--- src/rtl/audio_pkg.sv ---
// Shared audio datapath types and constants for the VCA / PDM output path.
package audio_pkg;

    localparam int W_SAMPLE = 16;
    localparam int W_ENV    = 16;

    typedef logic signed [W_SAMPLE-1:0] sample_t;
    typedef logic        [W_ENV-1:0]    env_t;

    // Flipping the MSB maps two's complement onto offset binary for the DAC.
    localparam logic [W_SAMPLE-1:0] PDM_OFFSET = 16'h8000;

    // Stage-1 payload: sample and its (possibly muted) gain.
    typedef struct packed {
        sample_t sample;
        env_t    env;
    } vca_req_t;

endpackage

--- src/rtl/pdm_dac.sv ---
// First-order delta-sigma modulator: carry out of a 16-bit phase accumulator
// driven by the offset-binary level gives a 1-bit stream with duty u/65536.
import audio_pkg::*;

module pdm_dac (
    input  logic    i_clk,
    input  logic    i_reset_n,
    input  sample_t i_level,
    output logic    o_pdm
);

    logic [15:0] u;
    logic [16:0] sum;
    logic [15:0] acc_d, acc_q;
    logic        pdm_d, pdm_q;

    // Offset conversion and accumulate; the carry is the next PDM bit.
    always_comb begin
        u     = 16'(i_level) ^ PDM_OFFSET;
        sum   = {1'b0, acc_q} + {1'b0, u};
        acc_d = sum[15:0];
        pdm_d = sum[16];
    end

    // Accumulator and output bit update every cycle.
    always_ff @(posedge i_clk or negedge i_reset_n) begin
        if (!i_reset_n) begin
            acc_q <= '0;
            pdm_q <= 1'b0;
        end else begin
            acc_q <= acc_d;
            pdm_q <= pdm_d;
        end
    end

    assign o_pdm = pdm_q;

endmodule

--- src/rtl/env_vca.sv ---
// Envelope VCA: 3-stage sample x envelope pipeline (capture, multiply,
// floor-shift by W_ENV) feeding a PDM DAC from the held output sample.
import audio_pkg::*;

module env_vca #(
    parameter int W_SAMPLE = audio_pkg::W_SAMPLE,
    parameter int W_ENV    = audio_pkg::W_ENV
) (
    input  logic                       i_clk,
    input  logic                       i_reset_n,
    input  logic                       i_sample_valid,
    input  logic signed [W_SAMPLE-1:0] i_sample,
    input  logic        [W_ENV-1:0]    i_env,
    input  logic                       i_mute,
    output logic                       o_sample_valid,
    output logic signed [W_SAMPLE-1:0] o_sample,
    output logic                       o_pdm
);

    localparam int STAGES = 3;
    localparam int W_PROD = W_SAMPLE + W_ENV + 1;

    logic [STAGES-1:0]                vld_pipe_d, vld_pipe_q;
    vca_req_t                         s1_d, s1_q;
    logic signed [W_PROD-1:0]         mul_a, mul_b;
    logic signed [W_PROD-1:0]         prod_d, prod_q;
    logic signed [W_SAMPLE-1:0]       o_sample_d, o_sample_q;
    logic                             unused_prod_bits;

    // Valid shift register: gaps and ordering pass through unchanged.
    always_comb begin
        vld_pipe_d = {vld_pipe_q[STAGES-2:0], i_sample_valid};
    end

    // Stage 1: capture sample and gain only on valid; mute zeroes the gain.
    always_comb begin
        s1_d = s1_q;
        if (i_sample_valid) begin
            s1_d.sample = i_sample;
            s1_d.env    = i_mute ? '0 : i_env;
        end
    end

    // Stage 2: signed sample times zero-extended envelope, full width so the
    // extreme products cannot wrap.
    always_comb begin
        mul_a  = W_PROD'(s1_q.sample);
        mul_b  = W_PROD'({1'b0, s1_q.env});
        prod_d = prod_q;
        if (vld_pipe_q[0])
            prod_d = mul_a * mul_b;
    end

    // Stage 3: arithmetic shift by W_ENV (floor); range already fits W_SAMPLE.
    always_comb begin
        o_sample_d = o_sample_q;
        if (vld_pipe_q[1])
            o_sample_d = prod_q[W_SAMPLE+W_ENV-1:W_ENV];
    end

    // Pipeline registers; reset discards anything in flight.
    always_ff @(posedge i_clk or negedge i_reset_n) begin
        if (!i_reset_n) begin
            vld_pipe_q <= '0;
            s1_q       <= '0;
            prod_q     <= '0;
            o_sample_q <= '0;
        end else begin
            vld_pipe_q <= vld_pipe_d;
            s1_q       <= s1_d;
            prod_q     <= prod_d;
            o_sample_q <= o_sample_d;
        end
    end

    // Sign bit and fractional bits are dropped by the shift.
    assign unused_prod_bits = ^{prod_q[W_PROD-1], prod_q[W_ENV-1:0]};

    assign o_sample_valid = vld_pipe_q[STAGES-1];
    assign o_sample       = o_sample_q;

    pdm_dac u_pdm_dac (
        .i_clk     (i_clk),
        .i_reset_n (i_reset_n),
        .i_level   (o_sample_q),
        .o_pdm     (o_pdm)
    );

endmodule

--- config.mk ---
export PLATFORM = sky130hd
export DESIGN_NAME = env_vca
export DESIGN_NICKNAME = d
export VERILOG_FILES = /design/src/rtl/audio_pkg.sv /design/src/rtl/pdm_dac.sv /design/src/rtl/env_vca.sv
export SDC_FILE = /design/constraint.sdc
export NUM_CORES = 1
export LEC_CHECK = 0
export CORE_ASPECT_RATIO = 1.25
export CORE_UTILIZATION = 47
export DETAILED_ROUTE_END_ITERATION = 16
export PLACE_DENSITY = 0.73
export SLEW_MARGIN = 20
export SYNTH_ARGS = -nofsm -noshare
export SYNTH_HDL_FRONTEND = slang
export SYNTH_SLANG_ARGS = --single-unit
--- constraint.sdc ---
create_clock -name i_clk -period 6.1 [get_ports i_clk]
set_input_delay 1.22 -clock i_clk [delete_from_list [all_inputs] [get_ports i_clk]]
set_output_delay 1.22 -clock i_clk [all_outputs]
set_load 0.01 [all_outputs]
# Word-level counts from Yosys, hierarchy flattened

Cells that the tools add are included.
W data, S select, Z words.

Add/sub/neg operators: 1
$mul: 1
Muxes and demuxes: 1
Bitwise operators: 1

Operators with widths:

| cell             | count |
|---|---|
| $mul A16 B17 Y32 | 1 |
| $add A16 B16 Y17 | 1 |
| $mux W16         | 1 |
| $not A1 Y1       | 1 |

Register bits: 100
Bits of input ports: 36
Output and inout port bits: 18
Word-level logic and storage cells: 11

# Depth between registers and ports, before layout

Depth after elaboration: 2
Mapped depth: 22
Mapped depth without buffers: 21

# By module

A second synthesis with hierarchy kept.

Cells, all modules: 1247
Area total of the unflattened synthesis: 12041.5 µm²

By module, submodules not included:

| module  | instances | cells an instance | area an instance (µm²) | seq. area each (µm²) |
|---|---|---|---|---|
| env_vca | 1         | 1129              | 10857.9                | 1676.6 |
| pdm_dac | 1         | 118               | 1183.6                 | 425.4 |

# Least setup slack after synthesis

No wires, ideal clock.

Path kind: reg2reg
From: reg s1_q, in the netlist mul_a[7]
To: reg prod_q[29]
Setup time: 0.125 ns
Arrival: 5.952 ns
Data required time: 5.975 ns
Setup slack: 0.023 ns
Cell stages (with the launch flop): 23
Buffers on the path: 1
Clock period less this slack: 6.077 ns
Cells stage by stage: dfrtp_1 > clkbuf_1 > nand2_1 > fa_1 > inv_1 > fa_1 > inv_1 > fa_1 > inv_1 > fa_1 > fa_1 > inv_1 > fa_1 > inv_1 > ha_1 > and4_4 > and3_4 > a22oi_4 > a311oi_4 > a311o_2 > a41oi_2 > xnor2_1 > mux2_4

Longest elaborated chain between the ends: 1

Ends and longest elaborated chain:

| what                   | RTL line      | text |
|---|---|---|
| from (decl)            | env_vca.sv:24 | `vca_req_t s1_d, s1_q;` |
| from (signal assigned) | env_vca.sv:65 | `s1_q <= '0;` |
| from (signal assigned) | env_vca.sv:70 | `s1_q <= s1_d;` |
| $mul A16 B17 Y32       | env_vca.sv:51 | `prod_d = mul_a * mul_b;` |
| to (signal assigned)   | env_vca.sv:71 | `prod_q <= prod_d;` |
| to (decl)              | env_vca.sv:26 | `logic signed [W_PROD-1:0] prod_d, prod_q;` |

Every way passes these cells.
A chain may end at the register's enable or synchronous reset.

# Worst setup path in the final report

From: reg s1_q, in the netlist mul_a[4]
To: reg prod_q[29]

The elaborated chain is that of the path after synthesis.

==> results.yml <==
run_status:
  outcome: "completed"
yosys:
  synth-async-reset-ratio_pct: 100
  avgSynthCellArea_um2: 9.67
  ys_seq_elements: 84
  seq_area_frac_synth_pct: 17.6
  synth_top_area_share_pct: 32.6
  synth_edf_count: 0
  synth.net_count: 1592
  yosysTopAreaCell: "fa_1"
  syn-cell-area_um2: 11900
  syn_inst: 1232
  synth_top_flop_cell: "dfrtp_1"
  synth_cell_types: 49
  netlist_top_cells_area: "fa_1 (33%), dfrtp_1 (18%), ha_1 (14%)"
  ys.warnings.count: 0
setup_path:
  critPathMaxFanout: 6
  crit_path_top_delay_cell: "fa_1"
  max_stage_delay_ns: 0.53
  cp-startpoint: "mul_a[4]"
  rr_endpoint: "prod_q[29]"
  crit_chain: "buf_6 -> and2_1 -> fa_1 -> inv_1 -> fa_1 -> fa_1 -> inv_1 -> fa_1 -> fa_1 -> inv_1 -> fa_1 -> inv_1 -> ha_4 -> and4_4 -> and3_4 -> nand4b_4 -> a311oi_4 -> buf_6 -> a311o_2 -> a41oi_2 -> xnor2_1 -> mux2_4"
  crit_buf_inv: 6
  critical_path_class: "reg -> reg"
  crit_family: "adder cells"
  endpoint: "prod_q[29]"
  reg2reg_depth: 22
  r2r_start: "mul_a[4]"
  arrival_ns: 6.31
  end_kind: "register"
  cpMostUsedCell: "fa_1"
  worst-path-stages: 22
  rrSetupSlack_ns: 0.02
  start_kind: "register"
  crit_required_ns: 6.32
grt:
  grt_pass1_vias: 9668
  grt_first_pass_wirelength_um: 47900
  grt_max_degree: 72
  grt_usage_pct: 24.0
  busiest_layer: "met2"
  gr-total-overflow: 0
  grt_use_met2_pct: 43.3
  antenna_found_initial: 0
  grt_use_met3_pct: 2.66
  met1_usage_pct: 28.0
placed_design:
  place_hpwl_um: 23200
  gp_congestion: 0.899
  io_buffers: 53
die:
  die_area_um2: 26000
  fp.dieW_um: 144
  initial_core_util_pct: 48.3
  fp-row-count: 64
  dieHeight_um: 180
  ios: 54
  fp.coreArea_um2: 24700
final_layout:
  fillers: 2173
  multi_input_area_um2: 8760
  drive_above_1_share_pct: 14.0
  area_delta_synth_final_pct: 15.5
  mostFrequentLayoutCells: "inv_1 (265), fa_1 (189), nand2_1 (147), ha_1 (125), and2_1 (111)"
  diodes: 0
  utilization_pct: 55.8
  final_common_cell: "inv_1"
  seq_area_um2: 2120
  nets: 1695
detailed_routing:
  via_per_inst: 5.19
  first_pass_iters: 4
  num_vias: 8671
  wire_per_inst_um: 17.1
  wl_um: 28600
  drcViolationCount: 0
  antenna_left: 0
  drtIter0Drc: 363
timing:
  min_period_ns: 6.08
  drv_slew: 0
  final_hold_viol_count: 0
  clock_skew_ns: 0.00840
  slew_headroom_pct: 31.7
  rsz0062_at_grt: "true"
  setup_tns_ns: 0
  fmax_mhz: 164
  worst_pin_slew_ns: 1.02
  finalCritPeriodShare_pct: 99.8
  report.final.setup_viol: 0
clocking:
  cts_buffer_depth: 2
  worstSkewPairLatency_ns: 0.34
  cts_tree: "built"
  clkTransAtPathRegs_ns: 0.07
  numCtsBuffers: 9
  ctsRootBufferMaster: "clkbuf_16"
  cts_hold_buf: 0
  cts.htree.levels: 3
  cts_sinks: 84
power:
  power_leakage_nw: 6.92
  powerDensity_nw_per_um2: 525
  vdd_drop_max_v: 0.000505
worst_hold_path:
  hold_path_class: "reg -> reg"
job:
  max-cap-violations: 0
-- power breakdown --
| group | total, mW | switching [mW] | internal (mW) |
|---|---|---|---|
| registers | 0.933 | 0.154 | 0.779 |
| clock network | 0.548 | 0.261 | 0.286 |
| logic | 5.75 | 2.99 | 2.76 |
-- per-layer routing --
metal | vias up | share of wire, %
met4 | 0 | 4.9
met3 | 79 | 3.4
met1 | 4403 | 38
li1 | 3981 | -
met5 | - | 0
met2 | 208 | 54
-- logic make-up (layout without fill, tap and decap cells) --
logic type | after synthesis | after routing | share of synthesized area (%)
adder cells (fa/ha/maj) | 324 | 324 | 46.3
buffers and inverters | 310 | 418 | 9.77
AO/OA/AOI/OAI | 107 | 107 | 5.77
multiplexers | 43 | 43 | 4.10
AND/OR/NAND/NOR | 332 | 332 | 14.1
XOR/XNOR | 32 | 32 | 2.35
flip-flops | 84 | 84 | 17.6
-- through the flow --
stage          total power, mW  area, um^2  std cells  hold slack [ns]  worst slack, ns
6_report                  7.23       13800       1670            0.473           0.0150
5_1_grt                   8.00       13800       1670            0.487           -0.171
4_1_cts                   7.05       13600       1664            0.477          0.00606
3_5_place_dp              6.35       13200       1644            0.460           -0.153
3_3_place_gp              6.18       13200       1644            0.454          -0.0793
2_1_floorplan             4.60       11900       1232            0.352           0.0233
-- repair_timing --
item | in CTS | in global routing
gates resized for setup | 18 | 24
pin swaps | 6 | 14
setup buffers | 4 | 6
endpoints found under the setup margin | 6 | 11
-- worst min-delay path by stage --
stage                       startpoint            endpoint  cells past startpoint
floorplan                vld_pipe_q[1]       vld_pipe_q[2]                      0
global placement    u_pdm_dac.acc_q[0]  u_pdm_dac.acc_q[0]                      1
detailed placement  u_pdm_dac.acc_q[0]  u_pdm_dac.acc_q[0]                      1
CTS                 u_pdm_dac.acc_q[0]  u_pdm_dac.acc_q[0]                      1
global route        u_pdm_dac.acc_q[0]  u_pdm_dac.acc_q[0]                      1
finish              u_pdm_dac.acc_q[0]  u_pdm_dac.acc_q[0]                      1
-- synthesized netlist by cell type, types with 2 or more instances --
master and count:
a21o_1 7, o211ai_1 2, nor2b_1 4, inv_1 267, clkbuf_1 39, o21bai_1 2
mux2_2 42, o21ai_2 2, xnor2_1 24, nand3b_1 17, buf_1 3, xor2_1 8
dfrtp_1 84, nand3_1 3, nand2b_1 4, nand4_1 5, a31oi_1 3, nand2_1 147
and2_1 113, fa_1 194, o21a_1 4, nor2_1 29, a21oi_1 31, o21ai_0 40
ha_1 130, nor3_1 2, a311oi_1 3, and3_1 2
-- sequential cells by signal, summed over array words and instances (netlist names) --
name / flops
u_pdm_dac.acc_q: 16
mul_b: 16
vld_pipe_q: 3
o_sample: 16
u_pdm_dac.o_pdm: 1
mul_a: 16
prod_q: 16
-- cell type report --
cell class              instances  area share (%)
clock buffers                   9            1.64
clock inverters                 7           0.500
inverters                     268            7.31
multi-input cells             838            63.7
flip-flops and latches         84            15.4
well taps                     330            3.00
repair buffers                134            8.48
No activity file was read; power rests on OpenSTA's default activity.
